<file path="config.mk">
export PLATFORM = sky130hd
export DESIGN_NAME = audio_deshifter
export DESIGN_NICKNAME = d
export VERILOG_FILES = /design/src/rtl/audio_pkg.sv /design/src/rtl/audio_bclk_gen.sv /design/src/rtl/audio_deshifter.sv
export SDC_FILE = /design/constraint.sdc
export NUM_CORES = 1
export LEC_CHECK = 0
export CAP_MARGIN = 25
export CELL_PAD_IN_SITES_DETAIL_PLACEMENT = 0
export CELL_PAD_IN_SITES_GLOBAL_PLACEMENT = 2
export CORE_ASPECT_RATIO = 1.5
export CORE_MARGIN = 8
export CORE_UTILIZATION = 37
export CTS_BUF_LIST = sky130_fd_sc_hd__clkbuf_8
export DETAILED_ROUTE_END_ITERATION = 7
export PLACE_DENSITY_LB_ADDON = 0.1
export SETUP_SLACK_MARGIN = 0.1
export SKIP_LAST_GASP = 1
export SLEW_MARGIN = 20
export SYNTH_ARGS = -nofsm -noshare
export SYNTH_HDL_FRONTEND = slang
export SYNTH_SLANG_ARGS = --single-unit
</file>
<file path="constraint.sdc">
create_clock -name clk -period 3.7 [get_ports clk]
set_clock_uncertainty 0.1 [all_clocks]
set_input_delay 0.925 -clock clk [delete_from_list [all_inputs] [get_ports clk]]
set_output_delay 0.925 -clock clk [all_outputs]
set_load 0.02 [all_outputs]
</file>
<file path="src/rtl/audio_pkg.sv">
// Shared audio serial-interface definitions, used by the receive and transmit shifters.
package audio_pkg;
  localparam int AUDIO_DATA_W    = 16;
  localparam int AUDIO_SLOT_BCLK = 32;
  localparam int AUDIO_MSB_POS   = 1;
  localparam int AUDIO_LSB_POS   = AUDIO_MSB_POS + AUDIO_DATA_W - 1;
  localparam int POS_W           = $clog2(AUDIO_SLOT_BCLK);

  typedef enum logic {ST_IDLE, ST_RUN} aud_state_e;

  // One in-flight capture: which slot it belongs to and whether it is the LSB.
  typedef struct packed {
    logic vld;
    logic right;
    logic last;
  } cap_t;

  function automatic logic in_word(input logic [POS_W-1:0] pos);
    return (pos >= POS_W'(AUDIO_MSB_POS)) && (pos <= POS_W'(AUDIO_LSB_POS));
  endfunction
endpackage

</file>
<file path="src/rtl/audio_bclk_gen.sv">
// Bit/frame clock generator: half-period counter, 64-bclk frame counter, edge strobes.
module audio_bclk_gen
  import audio_pkg::*;
#(
  parameter int BCLK_HALF = 4
) (
  input  logic             clk,
  input  logic             reset,
  input  logic             run,
  output logic             aud_bclk,
  output logic             aud_adclrck,
  output logic             rise,
  output logic             fall,
  output logic [POS_W-1:0] slot_pos,
  output logic             slot_right
);
  localparam int HC_W = $clog2(BCLK_HALF);
  localparam logic [HC_W-1:0] HC_MAX = HC_W'(BCLK_HALF - 1);

  logic [HC_W-1:0]  hc;
  logic [POS_W:0]   bc;
  logic [POS_W:0]   bc_nxt;

  assign bc_nxt     = bc + (POS_W + 1)'(1);
  assign slot_pos   = bc[POS_W-1:0];
  assign slot_right = bc[POS_W];

  always_ff @(posedge clk) begin
    rise <= 1'b0;
    fall <= 1'b0;
    if (reset || !run) begin
      hc          <= '0;
      bc          <= '0;
      aud_bclk    <= 1'b0;
      aud_adclrck <= 1'b0;
    end else if (hc == HC_MAX) begin
      hc       <= '0;
      aud_bclk <= ~aud_bclk;
      if (aud_bclk) begin
        // frame clock follows bc so it only moves on the falling edge
        bc          <= bc_nxt;
        aud_adclrck <= bc_nxt[POS_W];
        fall        <= 1'b1;
      end else begin
        rise <= 1'b1;
      end
    end else begin
      hc <= hc + HC_W'(1);
    end
  end
endmodule

</file>
<file path="src/rtl/audio_deshifter.sv">
// I2S receive shifter: drives bclk/lrck to the codec and deserialises left/right samples.
module audio_deshifter
  import audio_pkg::*;
#(
  parameter int BCLK_HALF = 4
) (
  input  logic                    clk,
  input  logic                    reset,
  input  logic                    enable,
  input  logic                    aud_adcdat,
  output logic                    aud_bclk,
  output logic                    aud_adclrck,
  output logic [AUDIO_DATA_W-1:0] ldata,
  output logic [AUDIO_DATA_W-1:0] rdata,
  output logic                    valid
);
  aud_state_e              state;
  logic                    run;
  logic                    bclk_rise;
  logic                    bclk_fall;
  logic [POS_W-1:0]        slot_pos;
  logic                    slot_right;
  logic [1:0]              sync;
  logic [AUDIO_DATA_W-1:0] shreg;
  logic [AUDIO_DATA_W-1:0] shadow;
  logic [AUDIO_DATA_W-1:0] word;
  cap_t                    cap_now;
  cap_t                    cap_q;

  assign run = (state == ST_RUN) && enable;

  audio_bclk_gen #(.BCLK_HALF(BCLK_HALF)) u_bclk_gen (
    .clk        (clk),
    .reset      (reset),
    .run        (run),
    .aud_bclk   (aud_bclk),
    .aud_adclrck(aud_adclrck),
    .rise       (bclk_rise),
    .fall       (bclk_fall),
    .slot_pos   (slot_pos),
    .slot_right (slot_right)
  );

  assign cap_now.vld   = bclk_rise && in_word(slot_pos);
  assign cap_now.right = slot_right;
  assign cap_now.last  = (slot_pos == POS_W'(AUDIO_LSB_POS));
  assign word          = {shreg[AUDIO_DATA_W-2:0], sync[1]};

  // Capture lands 2 clk after the rising strobe: rise -> cap_q -> shift,
  // which lines up with the synchronised copy of the bit sampled at the edge.
  always_ff @(posedge clk) begin
    if (reset) begin
      state  <= ST_IDLE;
      sync   <= '0;
      cap_q  <= '0;
      shreg  <= '0;
      shadow <= '0;
      ldata  <= '0;
      rdata  <= '0;
      valid  <= 1'b0;
    end else begin
      valid <= 1'b0;
      sync  <= {sync[0], aud_adcdat};
      state <= enable ? ST_RUN : ST_IDLE;
      if (!enable) begin
        cap_q  <= '0;
        shreg  <= '0;
        shadow <= '0;
      end else begin
        // a capture never spans a falling edge (BCLK_HALF >= 3), so flush there
        cap_q <= bclk_fall ? '0 : cap_now;
        if (cap_q.vld) begin
          shreg <= word;
          if (cap_q.last && !cap_q.right) shadow <= word;
          if (cap_q.last && cap_q.right) begin
            ldata <= shadow;
            rdata <= word;
            valid <= 1'b1;
          end
        end
      end
    end
  end
endmodule

</file>
Word-level counts from Yosys, hierarchy flattened --
Index checks and enable logic that the tools add are counted.
Cells by class: muxes and demuxes 4, order comparisons 2, $mul 0, shift-type cells 0, equality and inequality tests 2, divide/modulo/power cells 0, bitwise logic cells 4, reduce and logical (&&, ||, !) cells 16, $add $sub $neg 2
Operators with widths (number):
- 6-bit by 1-bit adder with 6-bit output (second input constant) | 1
- 2-bit OR reduction | 3
- 3-bit OR reduction | 2
- 5-bit equality test (second input constant) | 1
- 5-bit by 1-bit greater-or-equal comparator with 1-bit output (second input constant) | 1
- 5-bit less-or-equal comparator (second input constant) | 1
- 1-bit logical AND | 5
- 1-bit 2-to-1 mux | 4
- 1-bit NOT | 4
- 2-bit AND reduction | 2
- 3-bit AND reduction | 1
- 2-bit by 1-bit adder with 2-bit output (second input constant) | 1
- 2-bit equality test (second input constant) | 1
- 1-bit zero test | 2
- 1-bit logical OR | 1
Word-level totals: input bits 4, output and inout port bits 35, memories kept 0, latch bits 0, bits in registers 82, word-level logic and storage cells 46, bits in read-only memories 0, memory bits (writable) 0

Logic depth before layout (Yosys ltp) --
Gate-level depths: netlist (run 1).
depth in word-level cells 4, depth in mapped cells 6, gate-level depth less buffers 5

By module --
Synthesis (run 1) repeated with hierarchy kept, for this count alone.
Unflattened totals: cells, all modules 327, area total of the unflattened synthesis 2889.0 um^2
By module, submodules not included:
- audio_deshifter | area each 2444.8 um^2, cells each 280, instances 1, seq. area each 1401.3 um^2
- audio_bclk_gen | area each 444.2 um^2, cells each 47, instances 1, seq. area each 220.2 um^2

Worst setup path before layout (run 1) --
No wires, ideal clock.
path type in2reg, start input reset, end register u_bclk_gen.hc[1], buffers on the path 2, stages on the path 4, path slack 1918 ps, library setup time 80 ps, data required time 3520 ps, arrival time 1603 ps, path through buf_2 -> nand3b_1 -> clkbuf_1 -> nor3b_1
On the way: cells in the longest elaborated chain, start to end 2
RTL lines:
- start, declared | line audio_deshifter.sv:8 | input logic reset,
- 1-bit logical OR | line audio_bclk_gen.sv:31 | if (reset || !run) begin
- 2-bit OR reduction (no source line)
- end signal, assigned | line audio_bclk_gen.sv:48 | hc <= hc + HC_W'(1);
- end, declared | line audio_bclk_gen.sv:20 | logic [HC_W-1:0] hc;
Every way passes these cells. A chain may end at the register's enable or synchronous reset.

Worst setup path after layout (run 1) --
start register u_bclk_gen.aud_bclk, end output aud_bclk
RTL lines:
- start, declared | line audio_bclk_gen.sv:10 | output logic aud_bclk,
- start signal, assigned | line audio_bclk_gen.sv:38 | aud_bclk <= ~aud_bclk;
- end, declared | line audio_deshifter.sv:11 | output logic aud_bclk,
No word-level cell between the ends.

==> flow_summary_export.csv, run 1 <==
group,metric,value,unit
run_status,outcome,"finished clean",
synthesis,synth_nets,338,
critical_path,arrival,1510,ps
cts,clock-root-buffer,"clkbuf_8",
power,cellLeakagePower,1.141,nW
global_route,track_usage,0.1202,
cts,post_cts_resized,0,
layout,final_cells,469,
timing,worst_slew_pin_slew,651.3,ps
critical_path,crit_chain,"clkdlybuf4s50_1",
global_route,overflow,0,
cts,clk_pin_slew,80,ps
global_route,grt_pass1_wl,10360,microns
global_route,busiest_layer,"met2",
timing,slew_viol_final,0,
drt,drt_first_pass_iters,4,
floorplanning,fp.dieW,88.38,microns
global_route,antenna_found_initial,0,
placement,dp_hpwl,4066,microns
critical_path,critPathLaunchType,"flop",
layout,final_nets,370,
layout,drive_above_1_share,0.05722,
critical_path,max_stage_delay,670,ps
synthesis,syn-cell-area,2908,sq um
power,powerDensity,442.5,nW/um^2
hold_path,hp-class,"reg2reg",
layout,area_growth,21.08,%
drt,drt-initial-drc-count,70,
layout,antenna_cells,0,
critical_path,cp_slowest_cell,"clkdlybuf4s50_1",
synthesis,syn_inst,330,
floorplanning,start_util,0.3820,
drt,totalWireLength,6074,microns
layout,post-route-cell-area,3521,sq um
timing,fin_crit_sh,0.6845,
timing,setup_viol,0,
placement,place_inst,453,
cts,clock_latency,350,ps
critical_path,crit_buf_inv,1,
global_route,grt_max_degree,37,
floorplanning,std_cell_rows,39,
cts,clock_sinks,81,
flow_run,drv_cap,0,
synthesis,ys_seq_area_frac,0.5577,
drt,drtAntennaViolNets,0,
floorplanning,core_area,7612,sq um
global_route,grt_pass1_vias,2126,
floorplanning,die_y,124.6,microns
cts,cts_buffer_depth,2,
critical_path,cp_max_fo,8,
timing,slew_headroom,0.5658,
placement,routabilityCongestion,0.6833,
drt,drc,0,
drt,avgViaCountPerCell,4.648,
synthesis,synthesis.area_per_instance,8.811,sq um
drt,post_drt_wl_per_cell,12.95,microns
timing,min_period,2533,ps
placement,place_area,3313,sq um
synthesis,synthTopCellsByArea,"dfxtp_1, nand2_1, a21oi_1",
floorplanning,die_area,11010,sq um
synthesis,synth.top_cell.area_share,0.5577,
critical_path,cp_top_family,"buffers and inverters",
drt,dr_total_vias,2180,
timing,rsz0062_at_grt,"no",
layout,layout_common_cells,"nand2_1, dfxtp_1, a21oi_1",
critical_path,worstPathRequired,2670,ps
floorplanning,ioPinCount,39,
power,peakVddDrop,287.0,uV
critical_path,crit_type,"reg2out",
power,power,1.558,mW
global_route,met1_usage,0.1420,
placement,io_buffers,38,
synthesis,ys_warn_count,0,
timing,setup-tns-final,0,ps
global_route,grtUsageMet3,0.03236,
cts,cts_tree,"built",
timing,whs,325.3,ps
cts,ctsHtreeMaxLevel,3,
timing,max_freq,394.8,MHz
synthesis,ys_seq_elements,81,
global_route,use_met2,0.1863,
cts,cts_made_buffers,9,
cts,postCtsSetupRepairBufs,0,
cts,cts_hold_buf,0,
synthesis,synth_top_area_cell,"dfxtp_1",
synthesis,synth_cell_type_count,31,
layout,final_common_cell,"nand2_1",
timing,hold_viol,0,
critical_path,endpoint_kind,"output pin",
final timing paths:
path	slack, ps	to	from	cells after the start
setup / recovery	1170	aud_bclk	u_bclk_gen.aud_bclk	1
hold / removal	330	u_bclk_gen.hc[0]	u_bclk_gen.hc[0]	1
setup reg to reg	1780	shadow[12]	cap_q[2]	4
hold reg to reg	330	u_bclk_gen.hc[0]	u_bclk_gen.hc[0]	1
per-layer routing:
metal / vias to the layer above / wire length [microns]
met5: - / 0
met4: 0 / 155
met3: 10 / 267
met2: 35 / 2915
met1: 994 / 2735
li1: 1141 / -
power by group:
part / total (mW) / internal, mW / switching, mW
clock network: 0.664 / 0.361 / 0.303
logic: 0.0202 / 0.00575 / 0.0145
registers: 0.873 / 0.873 / 0.000725
final cells by class:
class	count	area (sq um)
fill	822	4091
timing repair buffer	44	425.4
clock inverter	4	42.54
clock buffer	12	165.2
sequential	81	1622
multi-input combinational	222	1124
inverter	4	15.01
tap	102	127.6
metrics by stage:
| stage | setup WS (ps) | util |
|---|---|---|
| after floorplan | 1918 | - |
| after global placement | 921.0 | 0.4352 |
| after detailed placement | 870.8 | 0.4352 |
| after CTS | 1155 | 0.4625 |
| after global routing | 1100 | 0.4625 |
| final | 1167 | 0.4625 |
sequential cells by signal (all words and copies together), names as in the netlist, 2 cells and up:
| name | cells |
|---|---|
| cap_q | 3 |
| ldata | 16 |
| rdata | 16 |
| shadow | 16 |
| shreg | 15 |
| sync | 2 |
| u_bclk_gen.bc | 6 |
| u_bclk_gen.hc | 2 |
cell families after synthesis:
| logic type | after synthesis | share of synthesized area |
|---|---|---|
| mux | 15 | 0.05163 |
| compound gates | 56 | 0.09768 |
| buf+inv | 27 | 0.05594 |
| simple gates | 144 | 0.2109 |
| fa+ha+maj | 4 | 0.01721 |
| xor+xnor | 3 | 0.009038 |
| flops | 81 | 0.5577 |
cell usage after synthesis:
library cell and n:
a21oi_1 52, a32oi_1 1, and2_1 1, and3_1 1, and3b_1 1, and4_1 1, buf_2 10, buf_4 5
buf_6 4, clkbuf_1 4, dfxtp_1 81, ha_1 4, inv_1 4, mux2i_1 15, nand2_1 99, nand2b_1 1
nand3_1 4, nand3b_1 1, nand3b_2 1, nand4_1 2, nor2_1 21, nor2b_1 2, nor3_1 1, nor3b_1 2
nor4_1 1, nor4b_1 1, o21ai_0 3, or3_1 3, or3b_1 1, xnor2_1 2, xor2_1 1
No activity file was read; power rests on OpenSTA's default activity.
==> run 2, diff against run 1 <==
--- a/config.mk
+++ b/config.mk
@@ -10,7 +10,7 @@
 export CELL_PAD_IN_SITES_GLOBAL_PLACEMENT = 2
 export CORE_ASPECT_RATIO = 1.5
 export CORE_MARGIN = 8
-export CORE_UTILIZATION = 37
+export CORE_UTILIZATION = 34
 export CTS_BUF_LIST = sky130_fd_sc_hd__clkbuf_8
 export DETAILED_ROUTE_END_ITERATION = 7
 export PLACE_DENSITY_LB_ADDON = 0.1
==> constraint.sdc (replaced) <==
create_clock -name clk -period 2.6 [get_ports clk]
set_clock_uncertainty 0.1 [all_clocks]
set_input_delay 0.65 -clock clk [delete_from_list [all_inputs] [get_ports clk]]
set_output_delay 0.65 -clock clk [all_outputs]
set_load 0.02 [all_outputs]
==> flow_summary_export.csv, run 2 (synthesis gave the netlist of run 1 again) <==
group,metric,value,unit
layout,multi_input_area,1124,sq um
drt,drt-initial-drc-count,72,
floorplanning,start_util,0.3477,
floorplanning,die_area,11830,sq um
power,internal_power,1.835,mW
power,p_clk_frac,0.443,
critical_path,crit_type,"reg2out",
drt,dr_total_vias,2190,
cts,clock-root-buffer,"clkbuf_8",
global_route,grt_pass1_vias,2169,
placement,dp_slack,429.0,ps
critical_path,max_stage_delay,670,ps
cts,cts_made_buffers,9,
timing,min_period,2240,ps
layout,post-route-cell-area,3550,sq um
drt,drt_first_pass_iters,4,
layout,regArea,1622,sq um
flow_run,drv_cap,0,
timing,hold_viol,0,
power,powerDensity,643.8,nW/um^2
cts,cts_tree,"built",
global_route,antenna_found_initial,0,
cts,cts_buffer_depth,2,
cts,postCtsSetupRepairBufs,0,
global_route,grt_pass1_wl,10450,microns
floorplanning,die_y,129.3,microns
placement,dp_hpwl,4116,microns
cts,cts_hold_buf,0,
timing,rsz0062_at_grt,"no",
floorplanning,ioPinCount,39,
power,power,2.285,mW
power,combPwrFrac,0.013,
power,seq_power_share,0.544,
power,power_switching,0.4504,mW
placement,io_buffers,38,
cts,clock_latency,340,ps
layout,fillers,874,
timing,whs,331.9,ps
floorplanning,fp.dieW,91.51,microns
drt,post_drt_wl_per_cell,12.94,microns
hold_path,hp-class,"reg2reg",
timing,fin_ws,360.4,ps
critical_path,crit_buf_inv,1,
timing,setup_viol,0,
layout,area_growth,22.07,%
critical_path,cp_top_family,"buffers and inverters",
layout,top_regs,"ldata x16, rdata x16, shadow x16",
timing,slew_headroom,0.5653,
global_route,overflow,0,
floorplanning,std_cell_rows,41,
critical_path,cp_max_fo,8,
drt,avgViaCountPerCell,4.611,
critical_path,critPathLaunchType,"flop",
drt,totalWireLength,6146,microns
layout,drive_above_1_share,0.05707,
critical_path,crit_chain,"clkdlybuf4s50_1",
critical_path,endpoint_kind,"output pin",
layout,antenna_cells,0,
cts,post_cts_resized,0,
placement,place_area,3327,sq um
critical_path,worstPathRequired,1850,ps
floorplanning,core_area,8362,sq um
timing,setup-tns-final,0,ps
drt,drc,0,
layout,final_nets,371,
power,peakVddDrop,310.9,uV
global_route,track_usage,0.1104,
timing,max_freq,446.5,MHz
layout,final_core_util,0.4245,
timing,worst_slew_pin_slew,652.1,ps
placement,routabilityCongestion,0.7195,
global_route,grt_max_degree,33,
cts,ctsHtreeMaxLevel,3,
critical_path,arrival,1490,ps
cts,clock_sinks,81,
power,p_sw_frac,0.1971,
timing,fin_crit_sh,0.8614,
drt,drtAntennaViolNets,0,
run_status,outcome,"finished clean",
power,cellLeakagePower,1.154,nW
critical_path,cp_slowest_cell,"clkdlybuf4s50_1",
cts,clk_pin_slew,70,ps
layout,final_cells,475,
layout,final_common_cell,"nand2_1",
placement,place_inst,459,
layout,layout_common_cells,"nand2_1, dfxtp_1, a21oi_1",
timing,slew_viol_final,0,
==> run 2: final timing paths <==
kind,startpoint,endpoint,slack [ps],cells after the start
hold / removal,u_bclk_gen.hc[0],u_bclk_gen.hc[0],330,1
hold reg to reg,u_bclk_gen.hc[0],u_bclk_gen.hc[0],330,1
setup / recovery,u_bclk_gen.aud_bclk,aud_bclk,360,1
setup reg to reg,u_bclk_gen.hc[0],u_bclk_gen.bc[5],1050,4
==> run 2: layer usage <==
| metal | vias to the layer above | share of wire | track usage |
|---|---|---|---|
| met5 | - | 0 | 0 |
| li1 | 1144 | - | - |
| met3 | 13 | 0.047 | 0.03125 |
| met4 | 0 | 0.027 | 0.07551 |
| met2 | 37 | 0.46 | 0.1774 |
| met1 | 996 | 0.46 | 0.1245 |
==> run 2: area by class of cell <==
type                            count  area share
Clock buffer                       11     0.04265
Clock inverter                      5     0.02009
Inverter                            4    0.004230
Multi-Input combinational cell    222      0.3165
Sequential cell                    81      0.4568
Tap cell                          107     0.03772
Timing Repair Buffer               45      0.1220
==> run 2: power by group through the flow <==
stage               Combinational [mW]  Clock [mW]  Sequential (mW)
global placement                0.0308           0             1.27
detailed placement              0.0309           0             1.27
global route                    0.0337        1.10             1.24
finish                          0.0296        1.01             1.24
CTS                             0.0311        1.06             1.24
floorplan                       0.0192           0             1.27
==> run 3, diff against run 2 <==
--- a/config.mk
+++ b/config.mk
@@ -9,7 +9,7 @@
 export CELL_PAD_IN_SITES_DETAIL_PLACEMENT = 0
 export CELL_PAD_IN_SITES_GLOBAL_PLACEMENT = 2
 export CORE_ASPECT_RATIO = 1.5
-export CORE_MARGIN = 8
+export CORE_MARGIN = 5
 export CORE_UTILIZATION = 34
 export CTS_BUF_LIST = sky130_fd_sc_hd__clkbuf_8
 export DETAILED_ROUTE_END_ITERATION = 7
==> flow_summary_export.csv, run 3 (synthesis gave the netlist of run 1 again) <==
group,metric,value,unit
cts,ctsHtreeMaxLevel,3,
critical_path,crit_buf_inv,1,
drt,drc,0,
timing,setup_viol,0,
floorplanning,start_util,0.3456,
critical_path,crit_chain,"clkdlybuf4s50_1",
power,power_switching,0.4383,mW
floorplanning,std_cell_rows,41,
timing,slew_viol_final,0,
global_route,grt_pass1_wl,10290,microns
cts,clk_pin_slew,70,ps
placement,routabilityCongestion,0.6875,
timing,hold_viol,0,
floorplanning,ioPinCount,39,
global_route,grt_pass1_vias,2091,
drt,drtAntennaViolNets,0,
power,seq_power_share,0.601,
cts,clock-root-buffer,"clkbuf_8",
global_route,antenna_found_initial,0,
critical_path,max_stage_delay,660,ps
global_route,track_usage,0.1276,
layout,regArea,1622,sq um
critical_path,ff2ff_setup_slack,1040,ps
hold_path,hp-class,"reg2reg",
cts,cts_buffer_depth,2,
critical_path,crit_type,"reg2out",
layout,layout_common_cells,"nand2_1, dfxtp_1, a21oi_1",
timing,worst_slew_pin_slew,678.7,ps
cts,clock_latency,340,ps
placement,place_inst,459,
floorplanning,die_area,10540,sq um
floorplanning,core_area,8413,sq um
layout,final_cells,473,
power,p_clk_frac,0.384,
timing,setup-tns-final,0,ps
critical_path,cp_slowest_cell,"clkdlybuf4s50_1",
critical_path,worstPathRequired,1850,ps
cts,postCtsSetupRepairBufs,0,
power,combPwrFrac,0.015,
timing,max_freq,446.4,MHz
power,p_sw_frac,0.2119,
critical_path,cp_max_fo,8,
cts,cts_tree,"built",
timing,min_period,2240,ps
placement,dp_hpwl,3988,microns
floorplanning,die_y,123.3,microns
cts,cts_made_buffers,9,
flow_run,drv_cap,0,
cts,post_cts_resized,0,
layout,area_growth,20.01,%
timing,slew_headroom,0.5475,
layout,antenna_cells,0,
drt,post_drt_wl_per_cell,13.06,microns
drt,avgViaCountPerCell,4.658,
layout,multi_input_area,1124,sq um
drt,dr_total_vias,2203,
layout,fillers,900,
layout,drive_above_1_share,0.05191,
layout,top_regs,"ldata x16, rdata x16, shadow x16",
critical_path,critPathLaunchType,"flop",
run_status,outcome,"finished clean",
floorplanning,fp.dieW,85.51,microns
cts,cts_hold_buf,0,
global_route,overflow,0,
power,powerDensity,592.8,nW/um^2
global_route,grt_max_degree,33,
placement,io_buffers,38,
drt,drt-initial-drc-count,75,
timing,fin_crit_sh,0.8617,
critical_path,cp_top_family,"buffers and inverters",
timing,rsz0062_at_grt,"no",
power,peakVddDrop,277.9,uV
cts,clock_sinks,81,
critical_path,arrival,1490,ps
drt,drt_first_pass_iters,4,
power,internal_power,1.630,mW
critical_path,endpoint_kind,"output pin",
layout,final_nets,371,
power,cellLeakagePower,1.126,nW
drt,totalWireLength,6179,microns
layout,final_common_cell,"nand2_1",
## run 3: cell count changes in the layout (fill, tap and decap cells not counted)
| cell | before | now |
|---|---|---|
| bufinv_16 | 2 | 0 |
## run 3: worst paths after layout
check,end,cells past startpoint,startpoint
max,aud_bclk,1,u_bclk_gen.aud_bclk
min,cap_q[0],1,u_bclk_gen.fall
max reg2reg,u_bclk_gen.bc[5],4,u_bclk_gen.hc[0]
min reg2reg,cap_q[0],1,u_bclk_gen.fall
## run 3: layout make-up
class,count,area share
Sequential cell,81,0.4647
Multi-Input combinational cell,222,0.3220
Timing Repair Buffer,45,0.1241
Clock buffer,11,0.04338
Tap cell,107,0.03836
Inverter,4,0.004303
Clock inverter,3,0.003227
## run 3: power by group through the flow
stage	clock network [mW]	logic (mW)	registers, mW
global placement	0	0.0314	1.27
finish	0.795	0.0302	1.24
CTS	0.834	0.0314	1.24
floorplan	0	0.0192	1.27
detailed placement	0	0.0314	1.27
global route	0.884	0.0337	1.24
## run 3: per-stage QoR
stage / utilization / worst slack, ps / hold slack, ps / total power [mW] / area [sq um]
2_1_floorplan: - / 1093 / 298.7 / 1.291 / 2908
3_3_place_gp: 0.3954 / 437.8 / 310.0 / 1.304 / 3327
3_5_place_dp: 0.3954 / 407.8 / 309.0 / 1.304 / 3327
4_1_cts: 0.4148 / 335.5 / 322.4 / 2.109 / 3490
5_1_grt: 0.4148 / 291.5 / 353.4 / 2.161 / 3490
6_report: 0.4148 / 359.6 / 323.2 / 2.069 / 3490
## run 3: per-layer routing
layer / wire (microns) / up-vias / GRT usage / part of all wire
met5: 0 / - / 0 / 0
met4: 222 / 0 / 0.09109 / 0.036
met3: 182 / 14 / 0.02133 / 0.029
met2: 2887 / 35 / 0.2077 / 0.47
met1: 2886 / 1013 / 0.1512 / 0.47
li1: - / 1141 / - / -
